==> config.mk <==
export PLATFORM = sky130hd
export DESIGN_NAME = digit_serial_adder
export DESIGN_NICKNAME = d
export VERILOG_FILES = /design/src/rtl/digit_serial_adder.sv
export SDC_FILE = /design/constraint.sdc
export NUM_CORES = 1
export LEC_CHECK = 0
export CAP_MARGIN = 0
export CELL_PAD_IN_SITES_DETAIL_PLACEMENT = 1
export CELL_PAD_IN_SITES_GLOBAL_PLACEMENT = 1
export CORE_MARGIN = 3
export CORE_UTILIZATION = 35
export CTS_BUF_LIST = sky130_fd_sc_hd__clkbuf_8
export CTS_CLUSTER_SIZE = 10
export DETAILED_ROUTE_END_ITERATION = 8
export PLACE_DENSITY_LB_ADDON = 0.1
export SLEW_MARGIN = 20
export SYNTH_ARGS = -nofsm -noshare
export SYNTH_HDL_FRONTEND = slang
export SYNTH_SLANG_ARGS = --single-unit
==> constraint.sdc <==
create_clock -name clk -period 3.3 [get_ports clk]
set_clock_uncertainty 0.05 [all_clocks]
set_input_delay 0.66 -clock clk [delete_from_list [all_inputs] [get_ports clk]]
set_output_delay 0.66 -clock clk [all_outputs]
set_load 0.01 [all_outputs]
==> src/rtl/digit_serial_adder.sv <==
`default_nettype none
// ============================================================================
// digit_serial_adder : WIDTH-bit add with carry-in, one DIGIT-bit slice per
//                      clock, LSB first; optional ovf via DIGIT_SERIAL_ADDER_OVF_EN
// Revision 1.0
// ============================================================================
module digit_serial_adder #(
  parameter int WIDTH = 8,
  parameter int DIGIT = 4
) (
  input  logic             clk,
  input  logic             rst,
  input  logic             start,
  input  logic [WIDTH-1:0] num1,
  input  logic [WIDTH-1:0] num2,
  input  logic             c_in,
  output logic             busy,
  output logic             done,
  output logic [WIDTH-1:0] sum,
  output logic             c_out
`ifdef DIGIT_SERIAL_ADDER_OVF_EN
  ,
  output logic             ovf
`endif
);

  localparam int N  = WIDTH / DIGIT;
  localparam int CW = (N > 1) ? $clog2(N) : 1;
  localparam logic [CW-1:0]    LAST       = CW'(N - 1);
  localparam logic [WIDTH-1:0] SLICE_MASK = WIDTH'({DIGIT{1'b1}});

  typedef enum logic [0:0] {IDLE = 1'b0, RUN = 1'b1} state_t;

  state_t           state_q, state_d;
  logic [WIDTH-1:0] a_q, a_d, b_q, b_d, acc_q, acc_d, sum_q, sum_d;
  logic             cy_q, cy_d, cout_q, cout_d, done_q, done_d;
  logic [CW-1:0]    cnt_q, cnt_d;
`ifdef DIGIT_SERIAL_ADDER_OVF_EN
  logic             ovf_q, ovf_d;
`endif

  logic [31:0]      lo;
  logic [WIDTH-1:0] a_sh, b_sh;
  logic [DIGIT-1:0] a_slice, b_slice;
  logic [DIGIT:0]   slice_sum;

  // Shifting the operands avoids variable-index part selects on the slice.
  assign lo        = 32'(cnt_q) * 32'(DIGIT);
  assign a_sh      = a_q >> lo;
  assign b_sh      = b_q >> lo;
  assign a_slice   = a_sh[DIGIT-1:0];
  assign b_slice   = b_sh[DIGIT-1:0];
  assign slice_sum = {1'b0, a_slice} + {1'b0, b_slice} + {{DIGIT{1'b0}}, cy_q};

  always_comb begin
    state_d = state_q;
    a_d     = a_q;
    b_d     = b_q;
    cy_d    = cy_q;
    cnt_d   = cnt_q;
    acc_d   = acc_q;
    sum_d   = sum_q;
    cout_d  = cout_q;
    done_d  = 1'b0;
`ifdef DIGIT_SERIAL_ADDER_OVF_EN
    ovf_d   = ovf_q;
`endif
    case (state_q)
      IDLE: begin
        if (start) begin
          a_d     = num1;
          b_d     = num2;
          cy_d    = c_in;
          cnt_d   = '0;
          acc_d   = '0;
          state_d = RUN;
        end
      end
      RUN: begin
        cy_d  = slice_sum[DIGIT];
        acc_d = (acc_q & ~(SLICE_MASK << lo)) | (WIDTH'(slice_sum[DIGIT-1:0]) << lo);
        cnt_d = cnt_q + 1'b1;
        if (cnt_q == LAST) begin
          sum_d   = acc_d;
          cout_d  = slice_sum[DIGIT];
          done_d  = 1'b1;
          state_d = IDLE;
`ifdef DIGIT_SERIAL_ADDER_OVF_EN
          ovf_d   = (a_q[WIDTH-1] == b_q[WIDTH-1]) && (acc_d[WIDTH-1] != a_q[WIDTH-1]);
`endif
        end
      end
      default: state_d = IDLE;
    endcase
  end

  always_ff @(posedge clk or posedge rst) begin
    if (rst) begin
      state_q <= IDLE;
      a_q     <= '0;
      b_q     <= '0;
      cy_q    <= 1'b0;
      cnt_q   <= '0;
      acc_q   <= '0;
      sum_q   <= '0;
      cout_q  <= 1'b0;
      done_q  <= 1'b0;
`ifdef DIGIT_SERIAL_ADDER_OVF_EN
      ovf_q   <= 1'b0;
`endif
    end else begin
      state_q <= state_d;
      a_q     <= a_d;
      b_q     <= b_d;
      cy_q    <= cy_d;
      cnt_q   <= cnt_d;
      acc_q   <= acc_d;
      sum_q   <= sum_d;
      cout_q  <= cout_d;
      done_q  <= done_d;
`ifdef DIGIT_SERIAL_ADDER_OVF_EN
      ovf_q   <= ovf_d;
`endif
    end
  end

  assign busy  = (state_q == RUN);
  assign done  = done_q;
  assign sum   = sum_q;
  assign c_out = cout_q;
`ifdef DIGIT_SERIAL_ADDER_OVF_EN
  assign ovf   = ovf_q;
`endif

endmodule
`default_nettype wire

==> insert_results.sql, run 1 <==
INSERT INTO impl_metrics (metric_group, metric, value, unit) VALUES
('floorplanning', 'ioPinCount', '31', ''),
('place', 'post_dp_cell_area', '1860', 'sq um'),
('timing', 'tns', '0', 'ps'),
('clock_network', 'holdBufCountCts', '0', ''),
('worst_setup_path', 'worst-endpoint-arrival', '2620', 'ps'),
('run', 'max_cap_violations', '0', ''),
('worst_setup_path', 'endpoint_kind', 'flop', ''),
('clock_network', 'cts.repair.resized', '0', ''),
('route', 'route.detailed.wl_per_inst', '15.3', 'microns'),
('timing', 'min_period_over_period', '0.764', ''),
('clock_network', 'clock-sinks', '33', ''),
('worst_setup_path', 'critPathRequiredTime', '3400', 'ps'),
('worst_setup_path', 'worst-setup-path-type', 'reg -> reg', ''),
('timing', 'timing.final.setup_violations', '0', ''),
('pwr', 'irDropWorstVdd', '368', 'uV'),
('clock_network', 'worst_setup_hold_path_clk_slew', '70', 'ps'),
('timing', 'hold_viol_final', '0', ''),
('pwr', 'pwr_density_cell', '1090', 'nW/um^2'),
('logic_synthesis', 'post_synth_instance_area', '1540', 'sq um'),
('logic_synthesis', 'post_syn_instances', '119', ''),
('timing', 'whs', '427', 'ps'),
('clock_network', 'htree_levels', '2', ''),
('grt', 'grt_pass1_vias', '1155', ''),
('pwr', 'p_total', '2.16', 'mW'),
('route', 'initialDrtViolationCount', '53', ''),
('grt', 'antenna_found_initial', '0', ''),
('route', 'drc_errors', '0', ''),
('layout', 'flow.area_growth_from_synthesis', '28.2', '%'),
('route', 'vias', '1010', ''),
('grt', 'maximum_number_of_pins_on_one_net_before_global_route_repair', '18', ''),
('layout', 'final_cell_mix', '33 x sky130_fd_sc_hd__dfrtp_1, 30 x sky130_fd_sc_hd__clkdlybuf4s50_1, 25 x sky130_fd_sc_hd__nand2_1, 14 x sky130_fd_sc_hd__mux2_2, 10 x sky130_fd_sc_hd__mux2_4', ''),
('layout', 'fill_cells', '418', ''),
('timing', 'period_minus_slack', '2520', 'ps'),
('floorplanning', 'floorplan.die.width', '72.4', 'microns'),
('layout', 'layout.core_utilization', '0.480', ''),
('logic_synthesis', 'synth_nets', '144', ''),
('worst_setup_path', 'timing.critical_path.cells', 'mux2_2 > fa_1 > fa_1 > a21o_1 > a21oi_1 > o21ai_0', ''),
('hold_path', 'holdCritPathClass', 'reg -> reg', ''),
('place', 'io_buffers', '30', ''),
('logic_synthesis', 'synth.yosys.seq_area_share', '0.536', ''),
('worst_setup_path', 'cpMaxStageDelayCell', 'sky130_fd_sc_hd__dfrtp_1', ''),
('logic_synthesis', 'yosysWarningCount', '0', ''),
('logic_synthesis', 'synth_enable_flop_cells', '0', ''),
('place', 'gp_routability_congestion', '0.752', ''),
('clock_network', 'clk_path_buf_depth', '2', ''),
('grt', 'grt.overflow.total', '0', ''),
('pwr', 'leakage', '0.908', 'nW'),
('grt', 'globalRouteTotalUtil', '0.135', ''),
('floorplanning', 'core_area', '4120', 'sq um'),
('logic_synthesis', 'dominantRegCellSynth', 'sky130_fd_sc_hd__dfrtp_1', ''),
('worst_setup_path', 'r2r_slack', '780', 'ps'),
('worst_setup_path', 'cpLargestDelayFamily', 'adder cells', ''),
('route', 'drt-vias-per-instance', '4.98', ''),
('clock_network', 'cts_root_buf', 'sky130_fd_sc_hd__clkbuf_8', ''),
('route', 'ant_nets', '0', ''),
('timing', 'grt_setup_unrepaired', 'no', ''),
('layout', 'num_antenna_cells', '0', ''),
('clock_network', 'tritoncts_clock_tree', 'yes', ''),
('timing', 'transition_time_at_the_pin_with_the_least_slew_margin', '619', 'ps'),
('grt', 'grt_pass1_wl', '5470', 'microns'),
('logic_synthesis', 'postSynth.asyncResetShare', '1.00', ''),
('logic_synthesis', 'yosys_register_bits', '33', ''),
('clock_network', 'numCtsBuffers', '5', ''),
('layout', 'drive_gt1_frac', '0.222', ''),
('logic_synthesis', 'syn-mean-instance-area', '13.0', 'sq um'),
('status', 'status', 'complete, no violations', ''),
('layout', 'final_cell_area', '1980', 'sq um'),
('worst_setup_path', 'worstPathBufferInverterCount', '0', ''),
('floorplanning', 'floorplan.die.height', '72.4', 'microns'),
('worst_setup_path', 'crit_path_start_kind', 'flop', ''),
('timing', 'worst_slew_margin_rel', '0.586', '');
==> worst paths after layout <==
path                         from      to  depth (start not counted)
max                         cnt_q   c_out                          6
min                        sum[2]  sum[2]                          2
max reg2reg                 cnt_q   c_out                          6
min reg2reg                sum[2]  sum[2]                          2
max in group asynchronous     rst  b_q[1]                          3
min in group asynchronous     rst  sum[3]                          2
==> synth_stat cells (all sizes together) (2+ instances only) <==
| master | count | area, sq um |
|---|---|---|
| a211o | 2 | 17.5 |
| a21o | 2 | 15.0 |
| mux2 | 24 | 308 |
| nand2 | 25 | 93.8 |
| a22o | 2 | 17.5 |
| ha | 3 | 37.5 |
| fa | 2 | 40.0 |
| a211oi | 2 | 15.0 |
| and2b | 2 | 15.0 |
| dfrtp | 33 | 826 |
| buf | 5 | 52.6 |
| a21oi | 3 | 15.0 |
| inv | 2 | 7.51 |
| nor2 | 3 | 13.8 |
==> layer usage <==
metal,share of wire,wire [microns],track usage,up-vias
met5,0,0,0,-
met4,0.012,36,0.0438,0
met3,0.042,132,0.0346,6
met2,0.50,1550,0.220,23
met1,0.45,1390,0.175,510
li1,-,-,-,471
==> state kept, by name, indices dropped and copies added, names as in the netlist <==
signal	flops
busy	1
b_q	8
cnt_q	1
done	1
c_out	1
cy_q	1
a_q	8
acc_q	4
sum	8
==> cell type report <==
class,count,area (sq um),share of cell area
Sequential cell,33,826,0.418
Multi-Input combinational cell,78,652,0.330
Timing Repair Buffer,31,308,0.156
Clock buffer,6,82.6,0.0418
Tap cell,50,62.6,0.0317
Clock inverter,2,33.8,0.0171
Inverter,3,11.3,0.00570
==> cells by family (layout without fill, tap and decap cells) <==
family,count (synthesis),count (layout),share of synthesized area
compound gates,14,14,0.0657
xor+xnor,1,1,0.00568
fa+ha+maj,5,5,0.0503
buf+inv,8,42,0.0414
flops,33,33,0.536
mux,24,24,0.200
simple gates,34,34,0.101
==> worst register-to-register path, stage by stage, from the launching register on <==
cell and delay [ps]:
sky130_fd_sc_hd__dfrtp_1 580, sky130_fd_sc_hd__mux2_2 400, sky130_fd_sc_hd__fa_1 430, sky130_fd_sc_hd__fa_1 420, sky130_fd_sc_hd__a21o_1 190, sky130_fd_sc_hd__a21oi_1 210, sky130_fd_sc_hd__o21ai_0 120
==> report_power, final <==
group | switching [mW] | leakage, nW | total, mW | internal [mW]
registers | 0.140 | 0.401 | 0.744 | 0.604
logic | 0.472 | 0.444 | 1.03 | 0.561
clock network | 0.142 | 0.0626 | 0.385 | 0.243
total | 0.754 | 0.908 | 2.16 | 1.41
==> through the flow <==
stage | instances | setup slack, ps
2_1_floorplan | 119 | 985
4_1_cts | 203 | 761
6_report | 203 | 779
3_5_place_dp | 195 | 765
5_1_grt | 203 | 596
3_3_place_gp | 195 | 835
Power figures use the tool's default switching activity.
==> run 2, diff against run 1 <==
clock period = 2.4 ns   (was 3.3 ns; I/O delays follow)
==> insert_results.sql, run 2 (same netlist as run 1, synthesis figures left out) <==
INSERT INTO impl_metrics (metric_group, metric, value, unit) VALUES
('status', 'status', 'complete, no violations', ''),
('worst_setup_path', 'r2r_end', 'c_out', ''),
('pwr', 'p_total', '2.91', 'mW'),
('layout', 'flow.area_growth_from_synthesis', '28.6', '%'),
('hold_path', 'holdCritPathClass', 'reg -> reg', ''),
('timing', 'min_period_over_period', '0.955', ''),
('grt', 'grt_pass1_wl', '5610', 'microns'),
('grt', 'globalRouteTotalUtil', '0.140', ''),
('layout', 'final_cell_mix', '32 x sky130_fd_sc_hd__dfrtp_1, 30 x sky130_fd_sc_hd__clkdlybuf4s50_1, 25 x sky130_fd_sc_hd__nand2_1, 14 x sky130_fd_sc_hd__mux2_2, 10 x sky130_fd_sc_hd__mux2_4', ''),
('route', 'vias', '998', ''),
('clock_network', 'worst_setup_hold_path_clk_slew', '60', 'ps'),
('worst_setup_path', 'crit_path_start_kind', 'flop', ''),
('hold_path', 'timing.hold.worst.start', 'sum[3]', ''),
('worst_setup_path', 'timing.critical_path.cells', 'mux2_2 > fa_1 > fa_1 > a21o_1 > a21oi_2 > o21ai_0', ''),
('place', 'io_buffers', '30', ''),
('worst_setup_path', 'endpoint_kind', 'flop', ''),
('layout', 'final-seq-area', '827', 'sq um'),
('worst_setup_path', 'cp_common_cell', 'sky130_fd_sc_hd__fa_1', ''),
('worst_setup_path', 'r2r_slack', '110', 'ps'),
('run', 'max_cap_violations', '0', ''),
('place', 'dpl.hpwl', '2360', 'microns'),
('route', 'drt_pre_antenna_iters', '3', ''),
('clock_network', 'htree_levels', '2', ''),
('worst_setup_path', 'crit_path_max_fanout', '7', ''),
('timing', 'grt_setup_unrepaired', 'no', ''),
('worst_setup_path', 'r2r_cells', '6', ''),
('place', 'gp_routability_congestion', '0.762', ''),
('worst_setup_path', 'cpMaxStageDelayCell', 'sky130_fd_sc_hd__fa_1', ''),
('clock_network', 'clk_latency', '280', 'ps'),
('grt', 'maximum_number_of_pins_on_one_net_before_global_route_repair', '34', ''),
('clock_network', 'numCtsBuffers', '5', ''),
('floorplanning', 'floorplan.die_area', '5240', 'sq um'),
('route', 'routed_wl', '3150', 'microns'),
('route', 'drc_errors', '0', ''),
('layout', 'fill_cells', '429', ''),
('pwr', 'pwr_density_cell', '1470', 'nW/um^2'),
('worst_setup_path', 'critPathRequiredTime', '2500', 'ps'),
('hold_path', 'holdPathEnd', 'sum[3]', ''),
('clock_network', 'cts_setup_buffers', '0', ''),
('grt', 'antenna_found_initial', '0', ''),
('floorplanning', 'floorplan.die.height', '72.4', 'microns'),
('worst_setup_path', 'worst-setup-path-type', 'reg -> reg', ''),
('timing', 'worst_slew_margin_rel', '0.715', ''),
('timing', 'transition_time_at_the_pin_with_the_least_slew_margin', '427', 'ps'),
('clock_network', 'tritoncts_clock_tree', 'yes', ''),
('route', 'route.detailed.wl_per_inst', '15.3', 'microns'),
('layout', 'final_nets', '180', ''),
('grt', 'grt_pass1_vias', '1074', ''),
('timing', 'hold_viol_final', '0', ''),
('layout', 'drive_gt1_frac', '0.250', ''),
('hold_path', 'holdPathStages', '2', ''),
('worst_setup_path', 'worstPathBufferInverterCount', '0', ''),
('floorplanning', 'rows', '23', ''),
('timing', 'slew_violations', '0', ''),
('layout', 'multi_input_comb_area', '656', 'sq um'),
('clock_network', 'clock-sinks', '33', ''),
('layout', 'num_antenna_cells', '0', ''),
('pwr', 'leakage', '0.912', 'nW'),
('worst_setup_path', 'worstReg2RegStart', 'cnt_q', ''),
('grt', 'grt.overflow.total', '0', ''),
('clock_network', 'cts_root_buf', 'sky130_fd_sc_hd__clkbuf_8', ''),
('floorplanning', 'start_util', '0.375', ''),
('floorplanning', 'core_area', '4120', 'sq um'),
('timing', 'tns', '0', 'ps'),
('worst_setup_path', 'worst-endpoint-arrival', '2390', 'ps'),
('worst_setup_path', 'critical_path.max_stage_delay', '450', 'ps'),
('timing', 'timing.final.setup_violations', '0', ''),
('layout', 'most_common_cell_after_layout_fill_and_taps_aside', 'sky130_fd_sc_hd__dfrtp_1', ''),
('worst_setup_path', 'cpLargestDelayFamily', 'adder cells', ''),
('timing', 'period_minus_slack', '2290', 'ps'),
('pwr', 'irDropWorstVdd', '517', 'uV'),
('floorplanning', 'floorplan.die.width', '72.4', 'microns'),
('route', 'drt-vias-per-instance', '4.84', ''),
('route', 'ant_nets', '0', ''),
('timing', 'clock.fmax', '0.436', 'GHz'),
('route', 'initialDrtViolationCount', '43', ''),
('clock_network', 'clk_path_buf_depth', '2', ''),
('floorplanning', 'ioPinCount', '31', ''),
('worst_setup_path', 'cp.depth', '6', '');
-- run 2: changes by cell type in the layout (fill, tap and decap cells not counted), sizes merged --
| cell | before | now |
|---|---|---|
| buf | 1 | 4 |
| bufinv | 1 | 0 |
| clkbuf | 6 | 5 |
| clkinv | 1 | 3 |
-- run 2: final cells by class --
cell class | count | area share
multi-input combinational | 78 | 0.331
tap | 50 | 0.0316
clock inverter | 3 | 0.00694
sequential | 33 | 0.417
timing repair buffer | 34 | 0.173
clock buffer | 5 | 0.0347
inverter | 3 | 0.00568
-- run 2: stage by stage --
stage               instance area, sq um  utilization  worst slack [ps]  hold slack (ps)  instances
floorplan                           1540            -              85.0              389        119
global placement                    1890        0.460               157              406        198
detailed placement                  1890        0.460              13.4              413        198
CTS                                 1980        0.481              50.7              429        206
global route                        1980        0.482              4.14              458        206
finish                              1980        0.482               109              426        206
-- run 2: metal layers --
metal	part of all wire	vias to the layer above	global-route usage
li1	-	481	-
met1	0.48	494	0.184
met2	0.47	19	0.222
met5	0	-	0
met4	0.011	0	0.0438
met3	0.035	4	0.0402
-- run 2: power breakdown --
part | internal, mW | switching, mW
registers | 0.832 | 0.175
clock network | 0.196 | 0.193
logic | 0.822 | 0.687
total | 1.85 | 1.06
-- run 2: worst max-delay path by stage --
stage | endpoint | slack [ps] | startpoint
after floorplan | c_out | 80 | cnt_q
after global placement | c_out | 160 | cnt_q
after detailed placement | c_out | 10 | cnt_q
after CTS | c_out | 50 | cnt_q
after global routing | c_out | 4 | cnt_q
final | c_out | 110 | cnt_q
-- run 2: worst reg2reg max path, stage by stage, from the launching register on --
cell and delay, ps:
sky130_fd_sc_hd__dfrtp_2 430, sky130_fd_sc_hd__mux2_2 360, sky130_fd_sc_hd__fa_1 450, sky130_fd_sc_hd__fa_1 430
sky130_fd_sc_hd__a21o_1 200, sky130_fd_sc_hd__a21oi_2 140, sky130_fd_sc_hd__o21ai_0 110
-- run 2: repair_timing --
item,CTS,global route
hold buffers,0,0
setup endpoints to repair,1,2
resized for setup,1,1
